===== config.mk =====
export PLATFORM = sky130hd
export DESIGN_NAME = uart_tx_ctrl
export DESIGN_NICKNAME = d
export VERILOG_FILES = /design/src/rtl/uart_tx_ctrl.sv
export SDC_FILE = /design/constraint.sdc
export NUM_CORES = 1
export LEC_CHECK = 0
export ABC_AREA = 1
export BUFFER_PORTS_ARGS = -buffer_cell sky130_fd_sc_hd__buf_2
export CAP_MARGIN = 20
export CORE_ASPECT_RATIO = 1.1
export CORE_MARGIN = 2
export CORE_UTILIZATION = 60
export CTS_CLUSTER_SIZE = 12
export DETAILED_ROUTE_END_ITERATION = 8
export PLACE_DENSITY = 0.78
export SYNTH_ARGS = -nofsm -noshare
export SYNTH_HDL_FRONTEND = slang
export SYNTH_SLANG_ARGS = --single-unit

===== constraint.sdc =====
create_clock -name clk_in -period 2.25 [get_ports clk_in]
set_input_delay 0.45 -clock clk_in [delete_from_list [all_inputs] [get_ports clk_in]]
set_output_delay 0.45 -clock clk_in [all_outputs]
set_load 0.01 [all_outputs]

===== src/rtl/uart_tx_ctrl.sv =====
// uart_tx_ctrl: FIFO-buffered UART transmitter, 8N1 or 8E1 framing.
// Bytes are queued through a valid/ready push port and serialized LSB first
// on a registered, idle-high TX line. Back-to-back frames have no idle gap.
module uart_tx_ctrl #(
    parameter int CLK_FREQ     = 8000000,
    parameter int BAUD_RATE    = 115200,
    parameter int CLKS_PER_BIT = CLK_FREQ / BAUD_RATE,
    parameter int PARITY_EN    = 0,
    parameter int FIFO_DEPTH   = 4
) (
    input  logic                               clk_in,
    input  logic                               reset,
    input  logic [7:0]                         data_in,
    input  logic                               valid_in,
    output logic                               ready_out,
    input  logic                               tx_enable,
    output logic                               uart_tx,
    output logic                               busy,
    output logic [$clog2(FIFO_DEPTH+1)-1:0]    fifo_level
);

    localparam int AW = $clog2(FIFO_DEPTH);
    localparam int LW = $clog2(FIFO_DEPTH + 1);
    localparam int BW = $clog2(CLKS_PER_BIT);

    localparam logic [2:0] S_IDLE   = 3'd0;
    localparam logic [2:0] S_START  = 3'd1;
    localparam logic [2:0] S_DATA   = 3'd2;
    localparam logic [2:0] S_PARITY = 3'd3;
    localparam logic [2:0] S_STOP   = 3'd4;

    // The queue is kept in flops so the head byte is available on the pop edge.
    logic [7:0]    mem_q [FIFO_DEPTH];
    logic [7:0]    mem_d [FIFO_DEPTH];
    logic [AW-1:0] wr_ptr_q, wr_ptr_d;
    logic [AW-1:0] rd_ptr_q, rd_ptr_d;
    logic [LW-1:0] level_q, level_d;

    logic [2:0]    state_q, state_d;
    logic [BW-1:0] baud_q, baud_d;
    logic [2:0]    bit_q, bit_d;
    logic [7:0]    shift_q, shift_d;
    logic          par_q, par_d;
    logic          tx_q, tx_d;
    logic          busy_q, busy_d;

    logic          push;
    logic          pop;
    logic          can_start;
    logic          baud_last;
    logic [7:0]    head;

    assign ready_out  = (level_q != LW'(FIFO_DEPTH));
    assign push       = valid_in && ready_out;
    assign head       = mem_q[rd_ptr_q];
    assign can_start  = (level_q != '0) && tx_enable;
    assign baud_last  = (baud_q == BW'(CLKS_PER_BIT - 1));

    assign uart_tx    = tx_q;
    assign busy       = busy_q;
    assign fifo_level = level_q;

    // FIFO next state: write on push, advance read pointer on pop, track occupancy.
    always_comb begin
        mem_d    = mem_q;
        wr_ptr_d = wr_ptr_q;
        rd_ptr_d = rd_ptr_q;
        level_d  = level_q;
        if (push) begin
            mem_d[wr_ptr_q] = data_in;
            wr_ptr_d        = wr_ptr_q + AW'(1);
        end
        if (pop) begin
            rd_ptr_d = rd_ptr_q + AW'(1);
        end
        case ({push, pop})
            2'b10:   level_d = level_q + LW'(1);
            2'b01:   level_d = level_q - LW'(1);
            default: level_d = level_q;
        endcase
    end

    // Frame sequencer: each state lasts CLKS_PER_BIT cycles; tx_d is the line value for the next cycle.
    always_comb begin
        state_d = state_q;
        baud_d  = baud_q + BW'(1);
        bit_d   = bit_q;
        shift_d = shift_q;
        par_d   = par_q;
        tx_d    = tx_q;
        pop     = 1'b0;
        case (state_q)
            S_IDLE: begin
                baud_d = '0;
                tx_d   = 1'b1;
                if (can_start) begin
                    pop     = 1'b1;
                    shift_d = head;
                    par_d   = ^head;
                    state_d = S_START;
                    tx_d    = 1'b0;
                end
            end
            S_START: begin
                if (baud_last) begin
                    baud_d  = '0;
                    state_d = S_DATA;
                    tx_d    = shift_q[0];
                end
            end
            S_DATA: begin
                if (baud_last) begin
                    baud_d = '0;
                    if (bit_q == 3'd7) begin
                        bit_d = 3'd0;
                        if (PARITY_EN != 0) begin
                            state_d = S_PARITY;
                            tx_d    = par_q;
                        end else begin
                            state_d = S_STOP;
                            tx_d    = 1'b1;
                        end
                    end else begin
                        bit_d   = bit_q + 3'd1;
                        shift_d = {1'b0, shift_q[7:1]};
                        tx_d    = shift_q[1];
                    end
                end
            end
            S_PARITY: begin
                if (baud_last) begin
                    baud_d  = '0;
                    state_d = S_STOP;
                    tx_d    = 1'b1;
                end
            end
            S_STOP: begin
                if (baud_last) begin
                    baud_d = '0;
                    if (can_start) begin
                        // Next frame starts immediately: no idle cycle after the stop bit.
                        pop     = 1'b1;
                        shift_d = head;
                        par_d   = ^head;
                        state_d = S_START;
                        tx_d    = 1'b0;
                    end else begin
                        state_d = S_IDLE;
                        tx_d    = 1'b1;
                    end
                end
            end
            default: begin
                baud_d  = '0;
                state_d = S_IDLE;
                tx_d    = 1'b1;
            end
        endcase
        busy_d = (state_d != S_IDLE);
    end

    // State registers; active-low reset aborts any frame and discards the queue.
    always_ff @(posedge clk_in) begin
        if (!reset) begin
            mem_q    <= '{default: '0};
            wr_ptr_q <= '0;
            rd_ptr_q <= '0;
            level_q  <= '0;
            state_q  <= S_IDLE;
            baud_q   <= '0;
            bit_q    <= '0;
            shift_q  <= '0;
            par_q    <= 1'b0;
            tx_q     <= 1'b1;
            busy_q   <= 1'b0;
        end else begin
            mem_q    <= mem_d;
            wr_ptr_q <= wr_ptr_d;
            rd_ptr_q <= rd_ptr_d;
            level_q  <= level_d;
            state_q  <= state_d;
            baud_q   <= baud_d;
            bit_q    <= bit_d;
            shift_q  <= shift_d;
            par_q    <= par_d;
            tx_q     <= tx_d;
            busy_q   <= busy_d;
        end
    end

endmodule


-- Yosys cells after proc, flatten, opt, wreduce, memory -nomap -nowiden
Index checks and enable logic that the tools add are counted.
- input bits: 12
- flip-flop bits (word level): 62
- order comparisons: 3
- reductions and logical operators: 13
- mux-type cells: 31
- equality and inequality tests: 14
- add/sub/neg operators: 6
- bitwise operators: 4
- operators with widths (operator ; count):
    $mux 8 ; 7
    $bwmux 32 ; 1
    $pmux 8 s3 ; 1
    $mux 3 ; 7
    $bmux 8 s2 ; 1
    $demux 8 s2 ; 1
    $pmux 3 s5 ; 1
    $ne 2x2->1 const B ; 5
    $mux 1 ; 9
    $reduce_bool 3->1 ; 3
    $reduce_and 4->1 ; 2
    $add 7x1->7 const B ; 1
    $eq 7x7->1 const B ; 1
    $add 3x1->3 const B ; 2
    $eq 3x2->1 const B ; 2
    $eq 3x3->1 const B ; 2
    $ge 3x3->1 const B ; 2
    $not 2->3 ; 2
    $pmux 3 s2 ; 1
    $pmux 1 s5 ; 1
    $add 2x1->2 const B ; 2
    $reduce_or 4->1 ; 1
    $eq 3x1->1 const B ; 1
    $logic_and 1x1->1 ; 3
    11 further kinds ; 12

-- Depth between registers and ports, before layout
Gate-level depths: netlist of run 1.
- word-level depth: 7
- mapped depth: 13

-- Least setup slack after synthesis of run 1
No wires, ideal clock.
- path type: flip-flop to flip-flop
- start point: register baud_q[0]
- end point: register level_q[2] (netlist: fifo_level[2])
- cell stages (with the launch flop): 14
- path slack: 175 ps
- data arrival time: 1953 ps
- period minus slack after synthesis: 2075 ps
- path through: dfxtp_1 inv_1 ha_1 nand3_2 nor2_4 nor2_1 nor2_1 ha_1 inv_1 fa_1 a21oi_1 o21ai_0 o21ai_0 a21oi_1
- longest elaborated chain between the ends: 5
- elaborated cells between the ends (all ways): 7
- classes of those cells: eq/ne (3); mux (3); reduce/logical (1)
- RTL lines (item ; line ; RTL):
    start, declared ; 40 ; logic [BW-1:0] baud_q, baud_d;
    start signal, assigned ; 182 ; baud_q <= baud_d;
    $eq 7x7->1 * ; 57 ; assign baud_last = (baud_q == BW'(CLKS_PER_BIT - 1));
    $mux 1 * ; 138 ; if (baud_last) begin
    $pmux 1 s2 * ; 92 ; case (state_q)
    net pop ; 48 ; logic pop;
    $eq 2x1->1 / $eq 2x2->1 (equally long branches) ; 76 ; case ({push, pop})
    $pmux 3 s2 / $reduce_bool 2->1 (equally long branches) ; n/a ;
    end signal, assigned ; 180 ; level_q <= level_d;
    end, declared ; 37 ; logic [LW-1:0] level_q, level_d;
Mark *: on every way through the listed nets, which the timed path passes. The rest lies on a longest branch.
A chain may end at the register's enable or synchronous reset.

-- Worst setup path in the final report of run 1
Same ends and word-level chain as after synthesis.

==> flow_metrics.tcl, run 1 <==
set metrics [dict create \
    status "completed" \
    max_cap_violations 0 \
    syn_area_sq_mm 0.002973 \
    setup_tns_ns 0 \
    worst_pin_slew_ns 0.7263 \
    ys_ff_latch 62 \
    synth_top_area_share_pct 41.75 \
    slowest_stage "fa_2" \
    grt_first_pass_wirelength_um 10840 \
    dr.pass1.iters 5 \
    power_frac_comb_pct 30.7 \
    groute.usage.overall_pct 24.87 \
    synthSimpleGateAreaFrac_pct 25.42 \
    drtIter0Drc 204 \
    route.detailed.wl_per_inst_um 12.76 \
    port_buffers 17 \
    htree_num_levels 3 \
    synth_fp_nets 440 \
    crit_path_cell_trace "inv_1 > ha_2 > nand3_2 > nor2_4 > nor2_1 > nor2_2 > ha_2 > inv_2 > fa_2 > a21oi_2 > o21ai_1 > o21ai_1 > a21oi_1" \
    n_antenna_cell 0 \
    vias 2680 \
    fmax_mhz 458.5 \
    pwr_density_cell_mw_per_mm2 985.1 \
    yosys.area.top_type "dfxtp_1" \
    yosysSeqAreaShare_pct 41.75 \
    areaGrowthSynthToFinish_pct 10.02 \
    grt_max_degree 36 \
    vdd_ir_drop_max_mv 0.5276 \
    die_y_um 77.83 \
    maxSlewHeadroom_pct 51.51 \
    ys_warn_count 0 \
    switchingPower_uw 1135 \
    cts_buffer_depth 2 \
    final_period_minus_worst_setup_slack_ns 2.181 \
    netSwitchingFraction_pct 35.22 \
    crit_family "adder cells" \
    coreArea_sq_mm 0.004717 \
    power_frac_clock_pct 27.1 \
    synth_compound_area_share_pct 17.00 \
    dp_cells 480 \
    layout-drive-gt1-share_pct 13.70 \
    rows 26 \
    met2_usage_pct 40.37 \
    grt_util_met1_pct 31.77 \
    skew_ns 0.006241 \
    die_area_sq_mm 0.005535 \
    overflow 0 \
    die_w_um 71.12 \
    fin_nets 457 \
    clk_latency_ns 0.33 \
    grt_pass1_vias 2449 \
    setup_viol 0 \
    design_power_total_uw 3222 \
    cp_slowest_stage_delay_ns 0.38 \
    clock-sinks 62 \
    fin_cells 494 \
    path_clk_slew_ns 0.06 \
    start_util_pct 63.02 \
    root_buffer "clkbuf_8" \
    postCtsResizedCells 0 \
    crit_fanout 4 \
    period_share_pct 96.92 \
    grtUsageMet3_pct 3.506 \
    n_fill_cell 402 \
    cts_tree "built" \
    crit_buf_inv 2 \
    hold_buffers 0 \
    avgSynthCellArea_sq_um 7.112 \
    yosysMostFrequentCell "nand2_1" \
    pwr-share-seq_pct 42.2 \
    synth_top_family_by_area "simple AND/OR/NAND/NOR gates" \
    arrival_ns 2.40 \
    syn_inst 418 \
    cts_buffers 9 \
    totalWireLength_um 6304 \
    whs_ns 0.4212 \
    hp-class "in -> reg" \
    synth_xor_xnor_area_share_pct 0.5892 \
    slew_viol_final 0 \
    hold_viol 0 \
    worstSetupPathType "reg -> reg" \
    crit_path_end_kind "register" \
    ys_top_cells_by_count "nand2_1, dfxtp_1, inv_1" \
    async_reset_ff_share_pct 0 \
    required_ns 2.47 \
    synthAdderAreaFrac_pct 4.461 \
    synth_edf_count 0 \
    reg2reg_slack_ns 0.07 \
    intPower_uw 2087 \
    leakagePower_uw 0.001450 \
    drt-vias-per-instance 5.425 \
    place.gp.congestion 0.7764 \
    drc_errors 0 \
    synth.distinct_cells 31 \
    cts_setup_buffers 0 \
    post-dp-hpwl_um 4248 \
    netlist_top_cells_area "dfxtp_1, nand2_1, a21oi_1" \
    antenna_found_initial 0 \
    final_antenna_net_count 0 \
    ios 18 \
    synth_ff_type "dfxtp_1" \
    synth_mux_area_share_pct 0 \
    cp-start-kind "register" \
    top_usage_layer "met2" \
]
==> state kept, by name (all words and copies together), names as in the netlist, 2 cells and up <==
name and count:
state_q 3, bit_q 3, mem_q 32, wr_ptr_q 2, fifo_level 3, baud_q 7, shift_q 8, rd_ptr_q 2
==> path summary, 6_finish.rpt <==
kind	from	end	cells past startpoint
setup / recovery	baud_q[0]$_SDFF_PP0_	fifo_level[2]$_SDFFE_PN0P_	13
hold / removal	data_in[7]	mem_q[15]$_SDFFE_PN0P_	3
setup reg to reg	baud_q[0]$_SDFF_PP0_	fifo_level[2]$_SDFFE_PN0P_	13
hold reg to reg	baud_q[0]$_SDFF_PP0_	baud_q[0]$_SDFF_PP0_	1
==> layer usage <==
metal	wire length, um	share of wire, %	vias up
li1	-	-	1378
met1	2860	45	1220
met2	3058	49	67
met3	243	3.9	15
met4	142	2.3	0
met5	0	0	-
==> worst reg2reg max path: stages, from the launching register on <==
cell,delay [ns]
dfxtp_2,0.33
inv_1,0.06
ha_2,0.17
nand3_2,0.09
nor2_4,0.13
nor2_1,0.08
nor2_2,0.17
ha_2,0.20
inv_2,0.06
fa_2,0.38
a21oi_2,0.15
o21ai_1,0.09
o21ai_1,0.12
a21oi_1,0.05
==> through the flow <==
step                instance area, sq um  setup WS, ns  utilization, %
floorplan                           2973        0.1751               -
global placement                    3082        0.1397           65.33
detailed placement                  3082       0.07186           65.33
CTS                                 3256       0.06283           69.02
global route                        3271      -0.02639           69.34
finish                              3271       0.06921           69.34
==> area by class of cell <==
| cell class | count | area [sq um] | area share, % |
|---|---|---|---|
| multi-input cells | 280 | 1425 | 43.57 |
| flip-flops and latches | 62 | 1242 | 37.99 |
| inverters | 57 | 214.0 | 6.542 |
| clock buffers | 13 | 168.9 | 5.164 |
| repair buffers | 25 | 145.1 | 4.438 |
| well taps | 56 | 70.07 | 2.142 |
| clock inverters | 1 | 5.005 | 0.1530 |
==> power by group through the flow <==
stage / clock network [uW] / registers (uW) / logic (uW)
floorplan: 0 / 1370 / 747
global placement: 0 / 1370 / 932
detailed placement: 0 / 1380 / 956
CTS: 889 / 1360 / 961
global route: 926 / 1380 / 1150
finish: 872 / 1360 / 989
==> layout by cell type, fill, tap and decap left out, types with 2 or more instances in the layout <==
master / n
a21oi_1: 50
buf_2: 17
buf_4: 8
clkbuf_8: 12
dfxtp_1: 61
ha_1: 7
ha_2: 2
inv_1: 52
inv_2: 4
nand2_1: 93
nand2_2: 5
nand3_1: 28
nand3_2: 2
nor2_1: 32
nor3_1: 3
o211ai_1: 8
o21ai_0: 34
o21ai_1: 2
==> logic make-up (layout without fill, tap and decap cells) <==
kind of cell / count (synthesis) / in the layout
flip-flops: 62 / 62
buffers and inverters: 76 / 96
AO/OA/AOI/OAI: 96 / 96
AND/OR/NAND/NOR: 172 / 172
XOR/XNOR: 2 / 2
adder cells (fa/ha/maj): 10 / 10
No activity file was read; power rests on OpenSTA's default activity.
==> run 2: changes to the inputs <==
--- a/config.mk
+++ b/config.mk
@@ -14,6 +14,7 @@
 export CTS_CLUSTER_SIZE = 12
 export DETAILED_ROUTE_END_ITERATION = 8
 export PLACE_DENSITY = 0.78
+export REMOVE_ABC_BUFFERS = 1
 export SYNTH_ARGS = -nofsm -noshare
 export SYNTH_HDL_FRONTEND = slang
 export SYNTH_SLANG_ARGS = --single-unit
==> flow_metrics.tcl, run 2 (synthesis gave the netlist of run 1 again) <==
set metrics [dict create \
    status "completed" \
    largest_reg_flops 32 \
    switchingPower_uw 1143 \
    crit_fanout 4 \
    vias 2610 \
    required_ns 2.49 \
    setup_viol 0 \
    post-dp-hpwl_um 4094 \
    final_period_minus_worst_setup_slack_ns 2.076 \
    hold_buffers 0 \
    period_share_pct 92.28 \
    die_area_sq_mm 0.005535 \
    fin_util_pct 69.44 \
    rsz0062_at_grt "no" \
    grt_first_pass_wirelength_um 10940 \
    power_frac_clock_pct 30.2 \
    final_antenna_net_count 0 \
    n_fill_cell 398 \
    rows 26 \
    postCtsResizedCells 0 \
    route.detailed.wl_per_inst_um 12.43 \
    setup_ws_ns 0.1736 \
    root_buffer "clkbuf_8" \
    fin_nets 455 \
    die_y_um 77.83 \
    crit_path_end_kind "register" \
    dr.pass1.iters 4 \
    drc_errors 0 \
    cts_tree "built" \
    setup_tns_ns 0 \
    arrival_ns 2.32 \
    max_cap_violations 0 \
    cts_buffers 9 \
    hold_viol 0 \
    largestRegisters "mem_q x32, shift_q x8, baud_q x7" \
    overflow 0 \
    power_frac_comb_pct 28.7 \
    maxSlewHeadroom_pct 51.67 \
    start_util_pct 63.02 \
    pwr_density_cell_mw_per_mm2 1010 \
    layout-drive-gt1-share_pct 12.79 \
    areaGrowthSynthToFinish_pct 10.19 \
    cp-start-kind "register" \
    n_antenna_cell 0 \
    path_clk_slew_ns 0.07 \
    fmax_mhz 481.6 \
    cts_buffer_depth 2 \
    hp-class "in -> reg" \
    ios 18 \
    pwr-share-seq_pct 41.1 \
    dp_slack_ns 0.08236 \
    vdd_ir_drop_max_mv 0.6853 \
    antenna_found_initial 0 \
    clock-sinks 62 \
    worstSetupPathType "reg -> reg" \
    netSwitchingFraction_pct 34.58 \
    skew_ns 0.009249 \
    totalWireLength_um 6140 \
    grt_max_degree 35 \
    intPower_uw 2163 \
    place.gp.congestion 0.8537 \
    cts_setup_buffers 0 \
    grt_pass1_vias 2443 \
    top_register "mem_q" \
    die_w_um 71.12 \
    htree_num_levels 3 \
    final_common_cell "nand2_1" \
    leakagePower_uw 0.001458 \
    final_cell_mix "nand2_1, dfxtp_1, inv_1" \
    groute.usage.overall_pct 25.02 \
    slew_viol_final 0 \
    clk_latency_ns 0.35 \
    port_buffers 17 \
    drtIter0Drc 137 \
    drt-vias-per-instance 5.283 \
    worst_pin_slew_ns 0.7239 \
    coreArea_sq_mm 0.004717 \
]
## run 2: layout make-up
type                    count  area, sq um  share of cell area, %
clock inverters             4        45.04                  1.375
inverters                  57        214.0                  6.532
repair buffers             23        130.1                  3.973
multi-input cells         280         1420                  43.35
flip-flops and latches     62         1241                  37.89
clock buffers              12        155.1                  4.736
well taps                  56        70.07                  2.139
## run 2: critical path, stage by stage, from the launching register on
cell	delay (ns)
dfxtp_1	0.33
inv_1	0.06
ha_1	0.15
nand3_2	0.10
nor2_4	0.12
nor2_1	0.06
nor2_2	0.15
ha_1	0.16
inv_1	0.08
fa_2	0.36
a21oi_2	0.14
o21ai_1	0.09
o21ai_1	0.12
a21oi_1	0.05
## run 2: metal layers
metal / vias up / routed length (um) / GRT usage [%]
met5: - / 0 / 0
met4: 0 / 126 / 12.26
met3: 9 / 251 / 3.896
met2: 49 / 2982 / 41.50
met1: 1179 / 2780 / 31.48
li1: 1373 / - / -
## run 2: final timing paths
path	startpoint	to	slack, ns	depth (start not counted)
hold reg to reg	mem_q[22]$_SDFFE_PN0P_	mem_q[22]$_SDFFE_PN0P_	0.45	2
setup / recovery	baud_q[0]$_SDFF_PP0_	fifo_level[2]$_SDFFE_PN0P_	0.17	13
setup reg to reg	baud_q[0]$_SDFF_PP0_	fifo_level[2]$_SDFFE_PN0P_	0.17	13
hold / removal	data_in[2]	mem_q[10]$_SDFFE_PN0P_	0.39	3
## run 2: power by group through the flow
stage | Combinational [uW] | Sequential (uW) | Clock (uW)
2_1_floorplan | 640 | 1410 | 0
3_3_place_gp | 906 | 1380 | 0
3_5_place_dp | 930 | 1380 | 0
4_1_cts | 941 | 1360 | 1000
5_1_grt | 1110 | 1380 | 1050
6_report | 951 | 1360 | 998
## run 2: metrics by stage
step	cell area, sq um	hold slack (ns)	power (uW)	cells
CTS	3267	0.3961	3304	494
finish	3276	0.3913	3307	494
global route	3276	0.4222	3546	494
global placement	3067	0.4395	2282	478
floorplan	2867	0.4286	2054	399
detailed placement	3067	0.4428	2312	478
==> run 3: changes to the inputs <==
==> constraint.sdc (replaced) <==
create_clock -name clk_in -period 2.1 [get_ports clk_in]
set_input_delay 0.42 -clock clk_in [delete_from_list [all_inputs] [get_ports clk_in]]
set_output_delay 0.42 -clock clk_in [all_outputs]
set_load 0.01 [all_outputs]
==> flow_metrics.tcl, run 3 (synthesis gave the netlist of run 1 again) <==
set metrics [dict create \
    clk_latency_ns 0.34 \
    fmax_mhz 485.5 \
    cp_slowest_stage_delay_ns 0.35 \
    overflow 0 \
    rows 26 \
    final_period_minus_worst_setup_slack_ns 2.060 \
    dp_cells 484 \
    status "completed" \
    required_ns 2.33 \
    whs_ns 0.3808 \
    path_clk_slew_ns 0.07 \
    hold_viol 0 \
    die_area_sq_mm 0.005535 \
    die_w_um 71.12 \
    fin_util_pct 72.02 \
    crit_path_cell_trace "inv_2 > ha_4 > nand3_4 > nor2_4 > nor2_4 > nor2_4 > ha_2 > inv_2 > fa_2 > a21oi_2 > o21ai_2 > o21ai_1 > a21oi_1" \
    coreArea_sq_mm 0.004717 \
    clock-sinks 62 \
    vdd_ir_drop_max_mv 0.6456 \
    drt-vias-per-instance 5.253 \
    setup_ws_ns 0.04038 \
    drtIter0Drc 154 \
    netSwitchingFraction_pct 33.43 \
    worstSetupPathType "reg -> reg" \
    ios 18 \
    fin_cells 502 \
    leakagePower_uw 0.001506 \
    slew_viol_final 0 \
    cp-start-kind "register" \
    cts_buffers 9 \
    areaGrowthSynthToFinish_pct 14.27 \
    max_cap_violations 0 \
    dp_slack_ns -0.1022 \
    post-dp-hpwl_um 4145 \
    power_frac_clock_pct 30.6 \
    drc_errors 0 \
    pwr_density_cell_mw_per_mm2 1098 \
    arrival_ns 2.29 \
    final_area_sq_mm 0.003397 \
    cts_tree "built" \
    largest_reg_flops 32 \
    dr.pass1.iters 4 \
    grt_first_pass_wirelength_um 10580 \
    grt_max_degree 36 \
    die_y_um 77.83 \
    root_buffer "clkbuf_8" \
    crit_fanout 3 \
    skew_ns 0.007836 \
    power_frac_comb_pct 30.5 \
    hp-class "in -> reg" \
    place_area_sq_mm 0.003112 \
    grt_pass1_vias 2507 \
    final_antenna_net_count 0 \
    htree_num_levels 3 \
    intPower_uw 2483 \
    switchingPower_uw 1247 \
    n_antenna_cell 0 \
    vias 2637 \
    worst_pin_slew_ns 0.6569 \
    final_common_cell "nand2_1" \
    totalWireLength_um 6217 \
    period_share_pct 98.08 \
    cp_common_cell "nor2_4" \
    n_fill_cell 387 \
    largestRegisters "mem_q x32, shift_q x8, baud_q x7" \
    pwr-share-seq_pct 38.9 \
    final_cell_mix "nand2_1, dfxtp_1, inv_1, a21oi_1, o21ai_0" \
    place.gp.congestion 0.8207 \
    slowest_stage "fa_2" \
    crit_path_end_kind "register" \
    maxSlewHeadroom_pct 56.14 \
    fin_nets 463 \
    groute.usage.overall_pct 24.21 \
    port_buffers 17 \
    setup_viol 0 \
    cts_buffer_depth 2 \
    antenna_found_initial 0 \
    route.detailed.wl_per_inst_um 12.38 \
    start_util_pct 63.02 \
    layout-drive-gt1-share_pct 16.37 \
    top_register "mem_q" \
]
[run 3: cell types whose count changed in the layout (fill, tap and decap cells not counted), moves of 2 or more]
| cell | delta |
|---|---|
| dfxtp_1 | -2 |
| inv_2 | +3 |
| inv_1 | -3 |
| buf_4 | +8 |
| ha_1 | -2 |
| nor2_4 | +2 |
| dfxtp_2 | +2 |
[run 3: worst paths after layout]
kind	slack, ns	cells past startpoint	endpoint	start
worst max register to register	0.04	13	fifo_level[2]$_SDFFE_PN0P_	baud_q[0]$_SDFF_PP0_
worst min register to register	0.45	2	mem_q[7]$_SDFFE_PN0P_	mem_q[7]$_SDFFE_PN0P_
worst max-delay path	0.04	13	fifo_level[2]$_SDFFE_PN0P_	baud_q[0]$_SDFF_PP0_
worst min-delay path	0.38	3	mem_q[31]$_SDFFE_PN0P_	data_in[7]
[run 3: per-layer routing]
layer | up-vias | global-route usage (%) | routed length, um
li1 | 1390 | - | -
met1 | 1170 | 28.91 | 2810
met2 | 66 | 39.53 | 2994
met3 | 11 | 4.675 | 288
met4 | 0 | 15.28 | 124
met5 | - | 0 | 0
[run 3: stage by stage]
| step | TNS, ns | power, uW |
|---|---|---|
| 6_report | 0 | 3729 |
| 5_1_grt | -0.06521 | 3973 |
| 4_1_cts | 0 | 3696 |
| 3_5_place_dp | -0.1022 | 2524 |
| 3_3_place_gp | 0 | 2493 |
| 2_1_floorplan | 0 | 2201 |
[run 3: critical path, delay by kind of cell, from the launching register on]
family | cells | cell delay (ns)
adder cells (fa/ha/maj) | 3 | 0.66
AO/OA/AOI/OAI | 4 | 0.45
AND/OR/NAND/NOR | 4 | 0.38
flip-flops | 1 | 0.33
buffers and inverters | 2 | 0.12
[run 3: layout make-up]
cell class | count | area [sq um] | area share [%]
timing repair buffer | 31 | 190.2 | 5.599
multi-input combinational | 280 | 1464 | 43.09
inverter | 57 | 214.0 | 6.298
clock inverter | 4 | 70.07 | 2.063
tap | 56 | 70.07 | 2.063
sequential | 62 | 1244 | 36.61
clock buffer | 12 | 145.1 | 4.273
[run 3: timing repair]
action                                  CTS  global route
endpoints found under the hold margin     0             0
setup buffers                             1             1
endpoints found under the setup margin    1             1
hold buffers                              0             0
pin swaps                                 6             7
gates resized for setup                   6            13
[run 3: power by group through the flow]
stage | sequential [uW] | clock [uW] | combinational (uW)
finish | 1450 | 1140 | 1140
global route | 1470 | 1200 | 1290
CTS | 1450 | 1160 | 1090
detailed placement | 1470 | 0 | 1050
global placement | 1460 | 0 | 1030
floorplan | 1510 | 0 | 686
